--- config.mk ---
export PLATFORM = sky130hd
export DESIGN_NAME = odd_hazard_scoreboard
export DESIGN_NICKNAME = d
export VERILOG_FILES = /design/src/rtl/odd_pipe_pkg.sv /design/src/rtl/src_hazard_match.sv /design/src/rtl/odd_hazard_scoreboard.sv
export SDC_FILE = /design/constraint.sdc
export NUM_CORES = 1
export LEC_CHECK = 0
export ABC_AREA = 1
export CORE_ASPECT_RATIO = 1.4
export CORE_MARGIN = 5
export CORE_UTILIZATION = 57
export CTS_CLUSTER_SIZE = 20
export DETAILED_ROUTE_END_ITERATION = 6
export DONT_BUFFER_PORTS = 1
export PLACE_DENSITY = 0.72
export SKIP_CTS_REPAIR_TIMING = 1
export SLEW_MARGIN = 15
export SYNTH_ARGS = -nofsm -noshare
export SYNTH_HDL_FRONTEND = slang
export SYNTH_SLANG_ARGS = --single-unit
export TNS_END_PERCENT = 10
--- constraint.sdc ---
create_clock -name clk -period 2.8 [get_ports clk]
set_input_delay 0.28 -clock clk [delete_from_list [all_inputs] [get_ports clk]]
set_output_delay 0.28 -clock clk [all_outputs]
set_load 0.01 [all_outputs]
--- src/rtl/odd_pipe_pkg.sv ---
// Shared types and constants for the odd-pipe (Permute / LocalStore / Branch) issue scoreboard.
package odd_pipe_pkg;

    localparam int SB_ADDR_W = 7;
    localparam int SB_DEPTH  = 7;
    localparam int SEL_W     = 3;

    // Age at which each unit's result first appears in a forward slot
    localparam int LAT_PERM = 4;
    localparam int LAT_LS   = 6;
    localparam int LAT_BR   = 1;

    localparam logic [SEL_W-1:0] FWSEL_RF = 3'd0;
    localparam logic [SEL_W-1:0] FWSEL_WB = 3'd7;

    typedef enum logic [1:0] {
        PERM  = 2'd0,
        LS    = 2'd1,
        BR    = 2'd2,
        UNDEF = 2'd3
    } unit_t;

    typedef logic [SEL_W-1:0] lat_t;

    typedef struct packed {
        logic                 valid;
        logic [SB_ADDR_W-1:0] addr;
        lat_t                 lat;
    } sb_entry_t;

    function automatic lat_t unit_lat(unit_t u);
        case (u)
            LS:      return lat_t'(LAT_LS);
            BR:      return lat_t'(LAT_BR);
            default: return lat_t'(LAT_PERM);
        endcase
    endfunction

endpackage

--- src/rtl/src_hazard_match.sv ---
// One source operand vs. the in-flight write array: youngest matching write decides
// whether the operand is forwardable yet and from which slot.
module src_hazard_match
    import odd_pipe_pkg::*;
(
    input  logic [SB_ADDR_W-1:0]    src_addr,
    input  logic                    src_vld,
    input  sb_entry_t [SB_DEPTH:1]  ent,
    output logic                    ready,
    output logic [SEL_W-1:0]        sel
);

    logic hit;

    always_comb begin
        hit   = 1'b0;
        ready = 1'b1;
        sel   = FWSEL_RF;
        // Scan from youngest age; an older write to the same register is shadowed
        for (int k = 1; k <= SB_DEPTH; k++) begin
            if (!hit && src_vld && ent[k].valid && (ent[k].addr == src_addr)) begin
                hit = 1'b1;
                if (k < int'(ent[k].lat))
                    ready = 1'b0;
                else
                    sel = SEL_W'(k);
            end
        end
    end

endmodule

--- src/rtl/odd_hazard_scoreboard.sv ---
// Odd-pipe RAW scoreboard and forward-select controller for the dual-issue pair.
// Define ODD_SB_STATS_EN to add saturating stall_cycles / issued_count counters.
module odd_hazard_scoreboard
    import odd_pipe_pkg::*;
#(
    parameter int ADDR_W = SB_ADDR_W,
    parameter int DEPTH  = SB_DEPTH
) (
    input  logic              clk,
    input  logic              reset,
    input  logic              odd_valid,
    input  logic [1:0]        odd_unit,
    input  logic              odd_reg_write,
    input  logic [ADDR_W-1:0] odd_rt_addr,
    input  logic [ADDR_W-1:0] ra_odd_addr,
    input  logic [ADDR_W-1:0] rb_odd_addr,
    input  logic [ADDR_W-1:0] ra_even_addr,
    input  logic [ADDR_W-1:0] rb_even_addr,
    input  logic [ADDR_W-1:0] rc_even_addr,
    input  logic              is_ra_odd_valid,
    input  logic              is_rb_odd_valid,
    input  logic              is_ra_even_valid,
    input  logic              is_rb_even_valid,
    input  logic              is_rc_even_valid,
    input  logic              flush_young,
    output logic              stall_odd_raw,
    output logic              stall_even_raw,
    output logic              issue_fire,
    output logic [2:0]        sel_ra_odd,
    output logic [2:0]        sel_rb_odd,
    output logic [2:0]        sel_ra_even,
    output logic [2:0]        sel_rb_even,
    output logic [2:0]        sel_rc_even
`ifdef ODD_SB_STATS_EN
    ,
    output logic [31:0]       stall_cycles,
    output logic [31:0]       issued_count
`endif
);

    localparam int NSRC = 5;

    sb_entry_t [DEPTH:1]                ent;
    sb_entry_t                          new_ent;
    logic [NSRC-1:0][ADDR_W-1:0]        src_addr;
    logic [NSRC-1:0]                    src_vld;
    logic [NSRC-1:0]                    src_rdy;
    logic [NSRC-1:0][SEL_W-1:0]         src_sel;

    // Index order: 0 ra_odd, 1 rb_odd, 2 ra_even, 3 rb_even, 4 rc_even
    assign src_addr = {rc_even_addr, rb_even_addr, ra_even_addr, rb_odd_addr, ra_odd_addr};
    assign src_vld  = {is_rc_even_valid, is_rb_even_valid, is_ra_even_valid,
                       is_rb_odd_valid, is_ra_odd_valid};

    for (genvar i = 0; i < NSRC; i++) begin : g_src
        src_hazard_match u_match (
            .src_addr (src_addr[i]),
            .src_vld  (src_vld[i]),
            .ent      (ent),
            .ready    (src_rdy[i]),
            .sel      (src_sel[i])
        );
    end

    assign stall_odd_raw  = ~(src_rdy[0] & src_rdy[1]);
    assign stall_even_raw = ~(&src_rdy[4:2]);
    assign issue_fire     = odd_valid & ~stall_odd_raw & ~stall_even_raw & ~flush_young;

    assign sel_ra_odd  = src_sel[0];
    assign sel_rb_odd  = src_sel[1];
    assign sel_ra_even = src_sel[2];
    assign sel_rb_even = src_sel[3];
    assign sel_rc_even = src_sel[4];

    always_comb begin
        new_ent = '0;
        if (issue_fire && odd_reg_write && !flush_young) begin
            new_ent.valid = 1'b1;
            new_ent.addr  = odd_rt_addr;
            new_ent.lat   = unit_lat(unit_t'(odd_unit));
        end
    end

    // Ages advance every cycle regardless of stalls; a kill drops the age-1 write
    always_ff @(posedge clk or posedge reset) begin
        if (reset) begin
            ent <= '0;
        end else begin
            ent[1] <= new_ent;
            ent[2] <= flush_young ? '0 : ent[1];
            for (int k = 3; k <= DEPTH; k++)
                ent[k] <= ent[k-1];
        end
    end

`ifdef ODD_SB_STATS_EN
    always_ff @(posedge clk or posedge reset) begin
        if (reset) begin
            stall_cycles <= '0;
            issued_count <= '0;
        end else begin
            if (odd_valid && !issue_fire && !flush_young && !(&stall_cycles))
                stall_cycles <= stall_cycles + 32'd1;
            if (issue_fire && !(&issued_count))
                issued_count <= issued_count + 32'd1;
        end
    end
`endif

endmodule

==> impl_metrics.ini <==
[status]
status = finished with violations
violations = DRC, hold timing

[clock_network]
cts_tree = yes
root_buffer = clkbuf_16
clock_path_buffers = 2
clk_latency_ns = 0.34
cts.htree.levels = 3
cts_sinks = 74
cts_buffers = 9
clk_pin_slew_worst_paths_ns = 0.06

[final_layout]
syn_to_final_growth_pct = 5.47
utilization = 0.610
top_regs = ent x74
regMostFlops = ent
diodes = 0
largest_reg_flops = 74
instances_no_fill = 1318
nets = 1217
drive_above_1_share = 0.135

[timing]
drv_slew = 0
setup_viol = 0
skew_ns = 0.00714
setup_ws_ns = 0.0302
setup_tns_ns = 0
max_slew_margin = 0.416
worst_hold_slack_ns = -0.0255
post-route-period-util = 0.989
final.min_clock_period_ns = 2.77
rsz0062_at_grt = true
tightest_slew_ns = 0.854
finalHoldViolations = 31
fmax_ghz = 0.361

[pwr]
swShare = 0.289
combPwrFrac = 0.158
power_leakage_nw = 3.79
net-switching-power_mw = 0.825
power.share.clock = 0.448
internal_power_mw = 2.03
peakVddDrop_v = 0.000305
powerDensity_mw_per_mm2 = 382
seqPwrFrac = 0.394

[routing]
wl_um = 32600
via_per_inst = 6.25
drc = 9
dr.pass1.iters = 7
vias = 8236
drtAntennaViolNets = 0
wl_per_cell_um = 24.7
drt_iter0_drc = 925

[yosys]
netlist.area_leader.share = 0.261
ys_types = 43
yosysSeqAreaShare = 0.261
synth_async_sr_flop_share = 1.00
postSynthAreaPerCell_um2 = 5.98
ys_seq_elements = 74
ys.flop_type = dfrtp_1
synth_edf_count = 0
ys_top_cells_by_count = 451 x nand2_1, 131 x nor2_1, 108 x inv_1
yosysMostFrequentCell = nand2_1
syn_area_mm2 = 0.00709
yosysTopAreaCell = dfrtp_1
syn_nets = 1240
yosys_warnings = 0
synthCells = 1186
synthTopCellsByArea = dfrtp_1 26%, nand2_1 24%, nor2_1 6.9%, inv_1 5.7%, xnor2_1 4.7%

[placement]
dpl.hpwl_um = 24900
gp_congestion = 1.08
place_inst = 1299
io_buffers = 0
pre_cts_ws_ns = 0.239

[global_route]
grt-ovfl-total = 0
antenna_found_initial = 0
grt_pass1_vias = 8024
grt_use_total = 0.437
grt_pass1_wl_um = 48200
grt_max_degree = 47

[setup_path]
end_kind = output port
path_depth = 13
r2r_cells = 16
max_stage_delay_ns = 0.45
crit_path_start_kind = flip-flop
worst_path_most_repeated_cell = nand2_1
worstSetupPathType = flip-flop to output port
worstPathRequired_ns = 2.52
cpLargestDelayFamily = simple AND/OR/NAND/NOR gates
crit_buf_inv = 2
crit_fanout = 6
crit_slowest_cell = dfrtp_2
crit_arrival_ns = 2.49
path_cells = inv_2, buf_4, nand2_1, nand3_1, nor2_2, nand2_4, nand3_2, nand2_1, nand2_1, nand3_1, nor2_2, nand3_2, nor3_4

[die]
die-area_mm2 = 0.0148
die_w_um = 104
initial_core_util = 0.579
num_io_pins = 72
fp.coreArea_mm2 = 0.0123
dieHeight_um = 142
num_rows = 48

[job]
cap_violations = 0

[worst_hold_path]
hold_class = input port to asynchronous set/reset pin
[kinds of logic after synthesis]
logic type / count (synthesis) / synth area share
compound gates: 117 / 0.102
xor+xnor: 57 / 0.0704
buf+inv: 213 / 0.132
flops: 74 / 0.261
simple gates: 725 / 0.434
[placed cells by master, fill, tap and decap left out, types with 18 or more instances in the layout]
master,netlist,layout
nand2_1,451,450
nor2_1,131,129
inv_1,108,104
dfrtp_1,74,56
inv_2,48,50
nand3_1,48,48
xnor2_1,38,38
a21oi_1,28,28
nand4_1,27,27
o21ai_0,27,27
o22ai_1,23,23
nor2_2,19,21
xor2_1,19,19
dfrtp_2,0,18
[path summary, 6_finish.rpt]
check	startpoint	to	slack (ns)
hold / removal	reset	ent[38]	-0.03
max in group asynchronous	reset	ent[61]	2.19
setup / recovery	ent[7]	issue_fire	0.03
hold reg to reg	ent[44]	ent[55]	0.35
min in group clk	flush_young	ent[21]	0
setup reg to reg	ent[7]	ent[9]	0.35
[per-layer routing]
layer,wire (µm),up-vias,global-route usage
li1,-,3664,-
met1,10400,3697,0.477
met2,14800,653,0.711
met3,3840,222,0.106
met4,3540,0,0.376
met5,0,-,0
[per-stage QoR]
| stage | power (mW) | area, µm² | hold WS [ns] |
|---|---|---|---|
| floorplan | 1.52 | 7090 | 0.331 |
| CTS | 2.83 | 7390 | -0.00658 |
| global route | 2.95 | 7480 | 0.000414 |
| global placement | 1.57 | 7070 | 0.333 |
| detailed placement | 1.57 | 7070 | 0.338 |
| finish | 2.85 | 7480 | -0.0255 |
[power by group through the flow]
stage	registers, mW	logic, mW	clock network (mW)
after floorplan	1.12	0.395	0
after global placement	1.14	0.425	0
after detailed placement	1.14	0.430	0
after CTS	1.12	0.431	1.28
after global routing	1.13	0.494	1.33
final	1.13	0.451	1.28
[worst register-to-register path, stage by stage (launching register included)]
cell and delay, ns:
dfrtp_2 0.45, inv_2 0.09, buf_4 0.16, nand2_1 0.05
nand3_1 0.08, nor2_2 0.30, nand2_4 0.13, nand3_2 0.09
nand2_1 0.05, nand2_1 0.05, nand3_1 0.11, nor2_2 0.13
nand3_2 0.18, nor2_2 0.14, nand3_2 0.07, buf_4 0.20
nor2_2 0.10
[layout make-up]
class	count	area [µm²]
clock inverters	6	90.1
clock buffers	10	229
flip-flops and latches	74	1870
well taps	150	188
repair buffers	17	143
multi-input cells	899	4340
fillers	1233	4780
inverters	162	614
Power figures use the tool's default switching activity.
